--- config.mk ---
export PLATFORM = sky130hd
export DESIGN_NAME = systolic_skew_feeder
export DESIGN_NICKNAME = d
export VERILOG_FILES = /design/src/rtl/systolic_skew_feeder.sv
export SDC_FILE = /design/constraint.sdc
export NUM_CORES = 1
export LEC_CHECK = 0
export ABC_AREA = 1
export ABC_CLOCK_PERIOD_IN_PS = 3100
export CORE_ASPECT_RATIO = 0.75
export CORE_UTILIZATION = 56
export DETAILED_ROUTE_END_ITERATION = 8
export GPL_TIMING_DRIVEN = 0
export MAX_ROUTING_LAYER = met4
export PLACE_DENSITY = 0.8
export SYNTH_ARGS = -nofsm -noshare
export SYNTH_HDL_FRONTEND = slang
export SYNTH_SLANG_ARGS = --single-unit
export TNS_END_PERCENT = 100
--- constraint.sdc ---
create_clock -name clk -period 3.1 [get_ports clk]
set_input_delay 0.62 -clock clk [delete_from_list [all_inputs] [get_ports clk]]
set_output_delay 0.62 -clock clk [all_outputs]
set_load 0.1 [all_outputs]
--- src/rtl/systolic_skew_feeder.sv ---
// Transmit-side feeder for the 3x3 systolic array: buffers one A/B tile and streams it diagonally skewed.
// Optional macro SKEW_FEEDER_REPLAY_EN adds a replay input that re-streams the stored tile.
module systolic_skew_feeder #(
  parameter int DATA_W       = 8,
  parameter int DRAIN_CYCLES = 3
) (
  input  logic                clk,
  input  logic                rst,
  input  logic                load_valid,
  output logic                load_ready,
  input  logic [3*DATA_W-1:0] a_row,
  input  logic [3*DATA_W-1:0] b_row,
`ifdef SKEW_FEEDER_REPLAY_EN
  input  logic                replay,
`endif
  output logic [DATA_W-1:0]   side_1,
  output logic [DATA_W-1:0]   side_2,
  output logic [DATA_W-1:0]   side_3,
  output logic [DATA_W-1:0]   ceiling_1,
  output logic [DATA_W-1:0]   ceiling_2,
  output logic [DATA_W-1:0]   ceiling_3,
  output logic                en,
  output logic                array_clr,
  output logic                busy,
  output logic                done
);

  typedef enum logic [2:0] {IDLE, LOAD, CLEAR, FEED, DRAIN, DONE} state_t;

  // One counter serves as beat index, FEED time step and drain count.
  localparam int CNT_W = (DRAIN_CYCLES > 7) ? $clog2(DRAIN_CYCLES + 1) : 3;
  localparam logic [CNT_W-1:0] FEED_LAST  = CNT_W'(4);
  localparam logic [CNT_W-1:0] DRAIN_LAST = CNT_W'((DRAIN_CYCLES > 0) ? DRAIN_CYCLES - 1 : 0);

  state_t           state_reg, state_next;
  logic [CNT_W-1:0] cnt_reg, cnt_next;
  logic [DATA_W-1:0] a_mem [3][3];
  logic [DATA_W-1:0] b_mem [3][3];
  logic             beat;
  logic             replay_req;
  logic [1:0]       wr_row;

  assign beat   = load_valid && load_ready;
  assign wr_row = (state_reg == LOAD) ? cnt_reg[1:0] : 2'd0;

`ifdef SKEW_FEEDER_REPLAY_EN
  assign replay_req = replay;
`else
  assign replay_req = 1'b0;
`endif

  always_ff @(posedge clk or negedge rst) begin
    if (!rst) begin
      state_reg <= IDLE;
      cnt_reg   <= '0;
    end else begin
      state_reg <= state_next;
      cnt_reg   <= cnt_next;
    end
  end

  always_ff @(posedge clk or negedge rst) begin
    if (!rst) begin
      for (int r = 0; r < 3; r++) begin
        for (int c = 0; c < 3; c++) begin
          a_mem[r][c] <= '0;
          b_mem[r][c] <= '0;
        end
      end
    end else if (beat) begin
      for (int c = 0; c < 3; c++) begin
        a_mem[wr_row][c] <= a_row[c*DATA_W +: DATA_W];
        b_mem[wr_row][c] <= b_row[c*DATA_W +: DATA_W];
      end
    end
  end

  always_comb begin
    state_next = state_reg;
    cnt_next   = cnt_reg;
    case (state_reg)
      IDLE: begin
        // A load beat takes priority over a replay request.
        if (beat) begin
          state_next = LOAD;
          cnt_next   = CNT_W'(1);
        end else if (replay_req) begin
          state_next = CLEAR;
          cnt_next   = '0;
        end
      end
      LOAD: begin
        if (beat) begin
          if (cnt_reg == CNT_W'(2)) begin
            state_next = CLEAR;
            cnt_next   = '0;
          end else begin
            cnt_next = cnt_reg + CNT_W'(1);
          end
        end
      end
      CLEAR: begin
        state_next = FEED;
        cnt_next   = '0;
      end
      FEED: begin
        if (cnt_reg == FEED_LAST) begin
          state_next = (DRAIN_CYCLES == 0) ? DONE : DRAIN;
          cnt_next   = '0;
        end else begin
          cnt_next = cnt_reg + CNT_W'(1);
        end
      end
      DRAIN: begin
        if (cnt_reg == DRAIN_LAST) begin
          state_next = DONE;
          cnt_next   = '0;
        end else begin
          cnt_next = cnt_reg + CNT_W'(1);
        end
      end
      DONE: begin
        state_next = IDLE;
        cnt_next   = '0;
      end
      default: begin
        state_next = IDLE;
        cnt_next   = '0;
      end
    endcase
  end

  // Outputs are registered from the next state so they line up with the state they describe.
  always_ff @(posedge clk or negedge rst) begin
    if (!rst) begin
      load_ready <= 1'b0;
      busy       <= 1'b0;
      en         <= 1'b0;
      array_clr  <= 1'b0;
      done       <= 1'b0;
    end else begin
      load_ready <= (state_next == IDLE) || (state_next == LOAD);
      busy       <= (state_next != IDLE);
      en         <= (state_next == FEED) || (state_next == DRAIN);
      array_clr  <= (state_next == CLEAR);
      done       <= (state_next == DONE);
    end
  end

  // Lane gi is delayed by gi cycles; a negative offset wraps to a large value and fails the range test.
  for (genvar gi = 0; gi < 3; gi++) begin : g_lane
    localparam logic [CNT_W:0] LANE_OFS = (CNT_W + 1)'(gi);
    logic [CNT_W:0]    diff;
    logic              hit;
    logic [DATA_W-1:0] side_d, ceil_d;
    logic [DATA_W-1:0] side_reg, ceil_reg;

    assign diff   = {1'b0, cnt_next} - LANE_OFS;
    assign hit    = (state_next == FEED) && (diff <= (CNT_W + 1)'(2));
    assign side_d = hit ? a_mem[gi][diff[1:0]] : '0;
    assign ceil_d = hit ? b_mem[diff[1:0]][gi] : '0;

    always_ff @(posedge clk or negedge rst) begin
      if (!rst) begin
        side_reg <= '0;
        ceil_reg <= '0;
      end else begin
        side_reg <= side_d;
        ceil_reg <= ceil_d;
      end
    end
  end

  assign side_1    = g_lane[0].side_reg;
  assign side_2    = g_lane[1].side_reg;
  assign side_3    = g_lane[2].side_reg;
  assign ceiling_1 = g_lane[0].ceil_reg;
  assign ceiling_2 = g_lane[1].ceil_reg;
  assign ceiling_3 = g_lane[2].ceil_reg;

endmodule

# ---- Word level (Yosys, flattened, before mapping)
# Index checks and enable logic that the tools add are counted.
dict set report classes {
  n_addsub 3
  n_lt_le_gt_ge 8
  eq_ne 11
  n_mux 48
  n_bitwise 4
  reduce_logical 10
}
# cell count
set ops {}
lappend ops {{$bwmux 72} 6}
lappend ops {{$bmux 24 s2} 3}
lappend ops {{$demux 24 s2} 3}
lappend ops {{$mux 8} 15}
lappend ops {{$mux 24} 3}
lappend ops {{$bmux 8 s2} 3}
lappend ops {{$mux 16} 3}
lappend ops {{$mux 3} 9}
lappend ops {{$eq 3x2->1 const B} 5}
lappend ops {{$pmux 3 s5} 1}
lappend ops {{$eq 3x3->1 const B} 4}
lappend ops {{$ge 3x3->1 const B} 4}
lappend ops {{$not 2->3} 4}
lappend ops {{$pmux 3 s4} 1}
lappend ops {{$le 4x2->1 const B} 2}
lappend ops {{$eq 3x1->1 const B} 2}
lappend ops {{$logic_not 3->1} 2}
lappend ops {{$logic_and 1x1->1} 5}
lappend ops {{$sub 3x1->4 const B} 1}
lappend ops {{$sub 3x2->4 const B} 1}
lappend ops {{$add 3x1->3 const B} 1}
lappend ops {{$le 3x2->1 const B} 1}
lappend ops {{$lt 3x1->1 const B} 1}
lappend ops {{$reduce_bool 3->1} 1}
lappend ops {{other kinds (2)} 3}
dict set report word_totals {
  ff_bits 203
  output_inout_bits 53
}

# ---- Logic depth before layout (Yosys ltp)
dict set report depth {
  word_depth 10
  depth_mapped 17
  depth_no_buf 15
}

# ---- Worst setup path after synthesis
# OpenSTA, ideal clock, no wires.
dict set report synth_timing {
  path_kind {register to register}
  from {register load_ready}
  to {register g_lane[1].side_reg[5] (netlist: side_2[5])}
  setup_ns 0.119
  arrival_ns 3.054
  path_slack_ns -0.073
  path_stages_with_launch 16
  n_path_buf 4
  synth_period_minus_slack_ns 3.173
  path_cell_list {dfrtp_1 nand2_1 inv_1 nand3_1 nand3_2 buf_2 buf_2 nand2_1 ha_1 clkbuf_1 inv_1 nand2_2 buf_2 nor2_1 nor2_1 nor2_1}
}
dict set report synth_via {
  elab_chain_cells 9
}
# item line_no
set synth_rtl {}
lappend synth_rtl {{start: declaration} 10} ;# output logic load_ready,
lappend synth_rtl {{start signal: assignment} 142} ;# load_ready <= (state_next == IDLE) || (state_next == LOAD);
lappend synth_rtl {{$logic_and 1x1->1 (*)} 43} ;# assign beat = load_valid && load_ready;
lappend synth_rtl {{$mux 3, on equally long branches} {93, 84}}
lappend synth_rtl {{$pmux 3 s4} 81} ;# case (state_reg)
lappend synth_rtl {{$sub 3x1->4} 158} ;# assign diff = {1'b0, cnt_next} - LANE_OFS;
lappend synth_rtl {{$not 2->3 (not written as such)} 160} ;# assign side_d = hit ? a_mem[gi][diff[1:0]] : '0;
lappend synth_rtl {{$bmux 8 s2} 160}
lappend synth_rtl {{$mux 8 (not written as such) (2 in series)} 160}
lappend synth_rtl {{$mux 8 (*)} 160}
lappend synth_rtl {{net g_lane[1].side_d[5]} 155} ;# logic [DATA_W-1:0] side_d, ceil_d;
lappend synth_rtl {{end signal: assignment} 168} ;# side_reg <= side_d;
lappend synth_rtl {{end: declaration} 156} ;# logic [DATA_W-1:0] side_reg, ceil_reg;
# Mark *: on every way through the listed nets, which the timed path passes. The rest lies on a longest branch. The select of a mux whose other input is x is not followed.
# A chain may end at the register's enable or synchronous reset.

# ---- Worst setup path after layout
dict set report layout_timing {
  from {input port load_valid}
  to {register g_lane[1].side_reg[1] (netlist: side_2[1])}
}
dict set report layout_via {
  elab_chain_cells 9
}
# item line_no
set layout_rtl {}
lappend layout_rtl {{start: declaration} 9} ;# input logic load_valid,
lappend layout_rtl {{$logic_and 1x1->1 (*)} 43}
lappend layout_rtl {{$mux 3, on equally long branches} {93, 84}}
lappend layout_rtl {{$pmux 3 s4} 81}
lappend layout_rtl {{$sub 3x1->4} 158}
lappend layout_rtl {{$not 2->3 (not written as such)} 160}
lappend layout_rtl {{$bmux 8 s2} 160}
lappend layout_rtl {{$mux 8 (not written as such) (2 in series)} 160}
lappend layout_rtl {{$mux 8 (*)} 160}
lappend layout_rtl {{net g_lane[1].side_d[1]} 155}
# Marks and branches as above.

==> flow_summary.ini <==
[run_status]
status = finished, final reports clean

[min_path]
hp-class = in2async

[synthesis]
synth_cells = 1068
syn_avg_cell_area_sq_um = 8.33
synth.yosys.seq_area_share_pct = 57.1
yosys.cell_types.count = 26
synth.cell_area_sq_um = 8890
ys.warnings.count = 0
synth.ff_latch_count = 203
syn-num-nets = 1128

[cells_and_area]
area_growth_syn_to_layout_pct = 22.7
diodes = 0
layout.cells.most_common = nand2_1
largest_registers = a_mem: 72 flops, b_mem: 72 flops
layout.filler_cells = 1220
stdcell_area_sq_um = 10900
final_net_count = 1254
layoutNonFillerInstCount = 1412
layout.cells.most_common_list = nand2_1 (278), dfrtp_1 (202), o21ai_0 (148), inv_1 (138), clkdlybuf4s50_1 (102)
drive_gt1_share_pct = 7.46

[sta]
worstMarginPinSlew_ps = 992
timing_limited_maximum_frequency_ghz = 0.333
worst_slew_margin_rel_pct = 33.7
final.min_clock_period_ps = 3010
setup_tns_ps = 0
setup_viol_count_final = 0
finalClockSkew_ps = 8.28
fin_crit_sh_pct = 97.0
hold_viol = 0
timing_max_transition_violations_final = 0

[setup_path]
worstSetupStartpointType = input pin
reg2reg_setup_slack_ps = 110
crit_path_start = load_valid
timing.critical_path.arrival_ps = 3400
timing.critical_path.fanout_max = 10
timing_worst_setup_path_type = in2reg
cp-end-kind = register
r2r_path_start = cnt_reg[0]
worstPathRequired_ps = 3490
worst_r2r_path_depth = 15
rr_endpoint = side_2[1]
endpoint_of_the_worst_setup_timing_path = side_2[1]

[clocking]
worst_skew_pair.late_latency_ps = 500
buffer_type_at_the_clock_tree_root = clkbuf_16
numClockSinks = 203
numCtsBuffers = 20
clk_pin_slew_worst_paths_ps = 60
h-tree-depth = 1
cts_stage_hold_buffer_count = 0
clock_tree.buffer_depth = 3
cts_tree = yes

[floorplanning]
core_area_sq_um = 15400
std_cell_rows = 39
floorplan.io_pins = 104
floorplan.initialDensity_pct = 57.9
die_height_microns = 111
die_area_sq_um = 16400
die_width_microns = 148

[placed_design]
numPortBuffers = 103
postPlaceCellArea_sq_um = 10200
detailedPlacementHpwl_microns = 15900
dpl.cell_count = 1377
gp_congestion = 0.940

[power]
max-vdd-ir-drop_mv = 0.610
power_density_nw_per_um2 = 1200
static-leakage-power_nw = 5.63
report.power.total_mw = 13.1

[detailed_routing]
drt-initial-drc-count = 813
drc = 0
ant_nets = 0
drtPass1Iterations = 5
wl_microns = 24000
routed-via-count = 7653
post_drt_via_cell_ratio = 5.42
route.detailed.wl_per_inst_microns = 17.0

[grt]
grt_first_pass_wirelength_microns = 38500
gr-total-overflow = 0
grt_pass1_vias = 7385
number_of_antenna_violations_at_the_first_check_in_global_routing = 0
track_usage_pct = 31.5
pin_count_of_the_biggest_net_entering_global_routing = 116

[job]
maxCapViolCount = 0
-- cells in the mapped netlist, drive strengths merged --
cell type	instances	area share [%]
nand4	2	0.14
a21boi	1	0.13
nand2	286	12
buf	30	1.9
or2	1	0.070
nor2	102	4.5
o21ai	148	8.3
o31ai	1	0.084
nand3b	16	1.4
dfrtp	203	57
nand3	76	4.3
ha	9	1.3
clkbuf	28	1.2
inv	144	6.1
xor2	1	0.099
nor3	1	0.056
o2111ai	1	0.099
a21oi	18	1.1
-- cell families after synthesis --
family          after synthesis  synth area share (%)
compound gates              169                  9.69
fa+ha+maj                     9                  1.27
flops                       203                  57.1
buf+inv                     202                  9.12
simple gates                484                  22.7
xor+xnor                      1                0.0985
-- report_power, final --
group | internal [mW] | leakage (nW) | switching (mW) | total, mW
Clock | 1.38 | 0.316 | 1.00 | 2.39
Combinational | 1.91 | 2.70 | 4.58 | 6.49
Sequential | 3.66 | 2.61 | 0.525 | 4.19
Total | 6.96 | 5.63 | 6.11 | 13.1
-- per-layer routing --
metal	share of wire (%)	global-route usage (%)	up-vias	routed length, microns
li1	-	-	3578	-
met1	42	43.8	3594	10100
met2	44	45.9	415	10600
met3	10	6.30	66	2440
met4	3.3	12.2	0	791
met5	0	-	-	0
-- cell type report --
| type | count | area (sq um) | area share, % |
|---|---|---|---|
| well taps | 205 | 256 | 2.35 |
| inverters | 144 | 541 | 4.96 |
| clock buffers | 32 | 627 | 5.75 |
| flip-flops and latches | 203 | 5080 | 46.6 |
| repair buffers | 107 | 1090 | 9.96 |
| clock inverters | 3 | 17.5 | 0.161 |
| plain buffers | 55 | 275 | 2.52 |
| multi-input cells | 663 | 3020 | 27.7 |
-- critical path, cell delays in order --
cell	delay, ps
clkdlybuf4s50_1	450
nand2_1	160
inv_1	170
nand3_1	110
nand3_2	120
clkbuf_4	230
buf_4	220
nand2_1	110
ha_4	360
o21ai_0	130
a21oi_2	140
nand2_2	160
buf_6	200
nor2_1	200
-- per-stage QoR --
stage,hold slack [ps],worst slack [ps],utilization [%]
6_report,186,93.7,71.0
5_1_grt,276,-26.8,71.0
4_1_cts,228,29.1,70.7
3_5_place_dp,466,-989,66.4
3_3_place_gp,458,-7550,66.2
2_1_floorplan,324,261,-
-- what timing repair did --
action,4_1_cts,5_1_grt
pin swaps,0,1
setup buffers,0,3
setup endpoints to repair,32,26
gates resized for setup,8,8
-- how the worst min path moves through the flow --
| stage | startpoint | endpoint | cells after the start |
|---|---|---|---|
| 6_report | rst | done | 1 |
| 2_1_floorplan | rst | a_mem[0] | 0 |
| 3_3_place_gp | a_mem[65] | a_mem[65] | 2 |
| 3_5_place_dp | a_mem[68] | a_mem[68] | 2 |
| 5_1_grt | rst | done | 1 |
| 4_1_cts | rst | done | 1 |
Note: power is estimated with default switching activity, not from simulation.
